`src/rtl/game_pkg.sv`:
```
// Types and constants shared by the mode selector, round timer and display path.
package game_pkg;
    localparam int TIME_W       = 8;
    localparam int DEF_TICK_DIV = 50_000_000;

    typedef enum logic [1:0] {
        IDLE    = 2'd0,
        RUN     = 2'd1,
        PAUSE   = 2'd2,
        EXPIRED = 2'd3
    } timer_state_t;
endpackage

```
`src/rtl/round_timer_tick_prescaler.sv`:
```
// tick_prescaler: one-cycle tick every TICK_DIV enabled cycles, count held while en is low.
// tick is decoded from the count register; clr restarts the count from zero.
module tick_prescaler
    import game_pkg::*;
#(
    parameter int TICK_DIV = DEF_TICK_DIV
) (
    input  logic clk,
    input  logic rst_n,
    input  logic en,
    input  logic clr,
    output logic tick
);
    localparam int               CNT_W = (TICK_DIV > 1) ? $clog2(TICK_DIV) : 1;
    localparam logic [CNT_W-1:0] LAST  = CNT_W'(TICK_DIV - 1);

    logic [CNT_W-1:0] r_cnt;

    assign tick = en && (r_cnt == LAST);

    always_ff @(posedge clk or negedge rst_n) begin
        if (!rst_n) begin
            r_cnt <= '0;
        end else if (clr) begin
            r_cnt <= '0;
        end else if (en) begin
            r_cnt <= tick ? '0 : r_cnt + 1'b1;
        end
    end
endmodule

```
`src/rtl/round_timer.sv`:
```
// round_timer: counts `limit` prescaled ticks down with pause, hit-stop and a timeout pulse; all outputs registered.
// Defining ROUND_TIMER_WARN_EN adds the registered `warn` output (remain in 1..WARN_LVL during a round).
module round_timer
    import game_pkg::*;
#(
    parameter int                TICK_DIV = DEF_TICK_DIV,
    parameter logic [TIME_W-1:0] WARN_LVL = 8'd5
) (
    input  logic              clk,
    input  logic              rst_n,
    input  logic [TIME_W-1:0] limit,
    input  logic              start,
    input  logic              pause,
    input  logic              hit,
    output logic [TIME_W-1:0] remain,
    output logic              busy,
    output logic              timeout,
    output logic              stopped
`ifdef ROUND_TIMER_WARN_EN
    ,
    output logic              warn
`endif
);
    timer_state_t      r_state;
    logic [TIME_W-1:0] r_remain;
    logic              r_busy;
    logic              r_timeout;
    logic              r_stopped;
    logic              w_tick;
    logic              w_in_round;

    assign w_in_round = (r_state == RUN) || (r_state == PAUSE);

    tick_prescaler #(
        .TICK_DIV(TICK_DIV)
    ) u_prescaler (
        .clk  (clk),
        .rst_n(rst_n),
        .en   (r_state == RUN),
        .clr  (start),
        .tick (w_tick)
    );

`ifdef ROUND_TIMER_WARN_EN
    logic r_warn;
    assign warn = r_warn;
`endif

    // Priority: start > hit > tick > pause. A pause landing on a tick is dropped.
    always_ff @(posedge clk or negedge rst_n) begin
        if (!rst_n) begin
            r_state   <= IDLE;
            r_remain  <= '0;
            r_busy    <= 1'b0;
            r_timeout <= 1'b0;
            r_stopped <= 1'b0;
`ifdef ROUND_TIMER_WARN_EN
            r_warn    <= 1'b0;
`endif
        end else begin
            r_timeout <= 1'b0;
            r_stopped <= 1'b0;
            if (start) begin
                r_remain <= limit;
                if (limit == '0) begin
                    r_state   <= EXPIRED;
                    r_busy    <= 1'b0;
                    r_timeout <= 1'b1;
                end else begin
                    r_state <= RUN;
                    r_busy  <= 1'b1;
                end
`ifdef ROUND_TIMER_WARN_EN
                r_warn <= (limit != '0) && (limit <= WARN_LVL);
`endif
            end else if (hit && w_in_round) begin
                r_state   <= IDLE;
                r_busy    <= 1'b0;
                r_stopped <= 1'b1;
`ifdef ROUND_TIMER_WARN_EN
                r_warn    <= 1'b0;
`endif
            end else if (w_tick) begin
                if (r_remain > 8'd1) begin
                    r_remain <= r_remain - 8'd1;
`ifdef ROUND_TIMER_WARN_EN
                    r_warn   <= (r_remain - 8'd1) <= WARN_LVL;
`endif
                end else begin
                    r_remain  <= '0;
                    r_state   <= EXPIRED;
                    r_busy    <= 1'b0;
                    r_timeout <= 1'b1;
`ifdef ROUND_TIMER_WARN_EN
                    r_warn    <= 1'b0;
`endif
                end
            end else if (pause) begin
                if (r_state == RUN) begin
                    r_state <= PAUSE;
                end else if (r_state == PAUSE) begin
                    r_state <= RUN;
                end
            end
        end
    end

    assign remain  = r_remain;
    assign busy    = r_busy;
    assign timeout = r_timeout;
    assign stopped = r_stopped;
endmodule
```
`config.mk`:
```
export PLATFORM = sky130hd
export DESIGN_NAME = round_timer
export DESIGN_NICKNAME = d
export VERILOG_FILES = /design/src/rtl/game_pkg.sv /design/src/rtl/round_timer_tick_prescaler.sv /design/src/rtl/round_timer.sv
export SDC_FILE = /design/constraint.sdc
export NUM_CORES = 1
export LEC_CHECK = 0
export ABC_AREA = 1
export BUFFER_PORTS_ARGS = -buffer_cell sky130_fd_sc_hd__buf_2
export CAP_MARGIN = 10
export CORE_UTILIZATION = 56
export CTS_CLUSTER_SIZE = 14
export DETAILED_ROUTE_END_ITERATION = 10
export GPL_TIMING_DRIVEN = 1
export MAX_ROUTING_LAYER = met4
export PLACE_DENSITY = 0.76
export SYNTH_ARGS = -nofsm -noshare
export SYNTH_HDL_FRONTEND = slang
export SYNTH_SLANG_ARGS = --single-unit
```
`constraint.sdc`:
```
create_clock -name clk -period 2.3 [get_ports clk]
set_input_delay 0.69 -clock clk [delete_from_list [all_inputs] [get_ports clk]]
set_output_delay 0.69 -clock clk [all_outputs]
set_load 0.01 [all_outputs]
```
==> impl_metrics.env <==
export IMPL_swShare=0.3829
export IMPL_p_sw_mw=0.7707
export IMPL_final_cell_mix="nand2_1 (117), nor2_1 (63), inv_1 (39), dfrtp_1 (39), nand3_1 (38)"
export IMPL_synth_top_area_frac=0.3745
export IMPL_final_core_util=0.6471
export IMPL_p_leak_nw=1.374
export IMPL_seqPwrFrac=0.439
export IMPL_antenna_found_initial=0
export IMPL_pwr_share_comb=0.335
export IMPL_final_common_cell="nand2_1"
export IMPL_internal_power_mw=1.242
export IMPL_avgSynthCellArea_um2=6.734
export IMPL_hold_viol_final=0
export IMPL_path_max_fanout=7
export IMPL_dp_hpwl_um=4583
export IMPL_syn2layout_area_growth_pct=9.602
export IMPL_antenna_left=0
export IMPL_fmax_ghz=0.5256
export IMPL_remaining_drc_errors=0
export IMPL_fin_worst_skew_ns=0.008964
export IMPL_cts_buffers=5
export IMPL_cts_root_buf="clkbuf_8"
export IMPL_post_route_min_period_ns=1.903
export IMPL_synth_cell_types=30
export IMPL_r2r_start="r_state[1]"
export IMPL_fin_nets=434
export IMPL_grt_pass1_wl_um=10460
export IMPL_synth_nets=405
export IMPL_status="finished, final reports clean"
export IMPL_worstSetupStartpoint="r_state[1]"
export IMPL_synth_largest_area_cell="dfrtp_1"
export IMPL_placed_cells=461
export IMPL_instances_no_fill=469
export IMPL_yosys_area_share_xor_xnor=0.02688
export IMPL_fill_cells=422
export IMPL_synth_seq_cells=39
export IMPL_routed_wl_um=6102
export IMPL_start_kind="flop"
export IMPL_powerDensity_nw_per_um2=704.6
export IMPL_critPathKind="flop to flop"
export IMPL_ctsResizeCount=0
export IMPL_yosys_area_share_simple=0.4460
export IMPL_clk_pin_slew_ns=0.08
export IMPL_max_cap_violations=0
export IMPL_synth_top_family_by_area="simple AND/OR/NAND/NOR gates"
export IMPL_synth_area_top_cells="dfrtp_1 (37%), nand2_1 (17%), nor2_1 (9.1%)"
export IMPL_hold_slack_ns=0.4453
export IMPL_routed_via_density=5.469
export IMPL_first_pass_iters=5
export IMPL_postCtsHoldBufs=0
export IMPL_slew_headroom=0.5140
export IMPL_ys_seq_area_frac=0.3745
export IMPL_die_w_um=70.22
export IMPL_htreeDepth=2
export IMPL_drv_slew=0
export IMPL_vias=2565
export IMPL_port_buffers=23
export IMPL_worstMarginPinSlew_ns=0.7290
export IMPL_clk_latency_ns=0.30
export IMPL_wl_per_cell_um=13.01
export IMPL_synth_area_mux_share=0
export IMPL_drive_above_1_share=0.1391
export IMPL_die_area_um2=4931
export IMPL_grt_start_max_net_pins=34
export IMPL_cts_max_path_buffers=2
export IMPL_cts_tree="yes"
export IMPL_cp_data_required_time_ns=2.50
export IMPL_io_pins=24
export IMPL_gp_congestion=0.9431
export IMPL_synth_compound_area_frac=0.04897
export IMPL_ys_warn_count=0
export IMPL_first_iter_violations=185
export IMPL_cts_sink_count=39
export IMPL_ir_drop_mv=0.6087
export IMPL_rsz0062_at_grt="no"
export IMPL_yosys_area_share_adder=0.02400
export IMPL_grt_pass1_vias=2343
export IMPL_hold_path_class="primary input to asynchronous set/reset pin"
export IMPL_synth_cell_area_um2=2606
export IMPL_synth_cells=387
export IMPL_finalCritPeriodShare=0.8273
export IMPL_report_final_setup_viol=0
export IMPL_start_util=0.5904
export IMPL_postCtsSetupRepairBufs=0
export IMPL_core_area_um2=4414
export IMPL_track_usage=0.2739
export IMPL_diodes=0
export IMPL_die_y_um=70.22
export IMPL_num_rows=24
export IMPL_worstPathArrival_ns=2.10
export IMPL_p_clk_frac=0.226
export IMPL_power_mw=2.013
export IMPL_setup_tns_ns=0
export IMPL_end_kind="flop"
export IMPL_grt_overflow_total=0
## final cells by class
cell class | instances | area (um2) | area share
inverter | 46 | 173.9 | 0.06088
sequential | 39 | 975.9 | 0.3417
multi-input combinational | 298 | 1423 | 0.4980
tap | 52 | 65.06 | 0.02278
clock buffer | 7 | 76.32 | 0.02672
clock inverter | 1 | 5.005 | 0.001752
timing repair buffer | 26 | 137.6 | 0.04818
## cells in the mapped netlist (all sizes together)
cell,instances
dfrtp,39
clkbuf,1
o21ai,14
ha,5
a21oi,10
nor3,19
o21a,1
nor2,73
nand4,5
nand3,40
nor3b,2
clkinv,2
xor2,6
nand3b,1
nand2,120
xnor2,2
buf,3
inv,44
## routing by layer
layer | wire length, um | up-vias | track usage | part of all wire
met5 | 0 | - | - | 0
met4 | 110 | 0 | 0.09333 | 0.018
met3 | 377 | 14 | 0.06494 | 0.062
li1 | - | 1279 | - | -
met1 | 2905 | 1184 | 0.3721 | 0.48
met2 | 2709 | 88 | 0.4021 | 0.44
## power groups by stage
stage          Sequential (mW)  Clock, mW  Combinational, mW
5_1_grt                  0.900      0.489              0.772
4_1_cts                  0.883      0.466              0.675
3_5_place_dp             0.895          0              0.672
3_3_place_gp             0.894          0              0.656
2_1_floorplan            0.908          0              0.452
6_report                 0.883      0.455              0.675
## cell families (layout without fill, tap and decap cells)
logic type | after synthesis | count (layout)
and+or+nand+nor | 260 | 260
buffers and inverters | 50 | 80
DFF | 39 | 39
AOI/OAI and AO/OA | 25 | 25
xor gates and xnor gates | 8 | 8
adders and majority gates | 5 | 5
## critical path, stage by stage, from the launching register on
cell     delay, ns
dfrtp_1       0.41
inv_1         0.07
ha_1          0.33
nor2_2        0.13
nor2_1        0.14
nand2_1       0.12
nor2_2        0.19
nand2_1       0.07
nor2_1        0.13
nand2_1       0.08
nor2_1        0.09
nor2_1        0.04
## path summary, 6_finish.rpt
kind	slack, ns	end	cells after the start
max in group asynchronous	1.27	remain[6]	2
hold / removal	0.45	u_prescaler.r_cnt[24]	1
setup reg to reg	0.40	u_prescaler.r_cnt[16]	11
setup / recovery	0.40	u_prescaler.r_cnt[16]	11
min in group clk	0.50	u_prescaler.r_cnt[0]	1
hold reg to reg	0.50	u_prescaler.r_cnt[0]	1
## state kept, by name, summed over array words and instances (netlist names)
| name | flops |
|---|---|
| timeout | 1 |
| u_prescaler.r_cnt | 26 |
| stopped | 1 |
| busy | 1 |
| remain | 8 |
| r_state | 2 |
## per-stage QoR
step	instance area, um2	setup WS (ns)
global placement	2775	0.3203
global route	2856	0.1656
floorplan	2606	0.7203
CTS	2856	0.4134
detailed placement	2775	0.3058
finish	2856	0.3973
No activity file was read; power rests on OpenSTA's default activity.
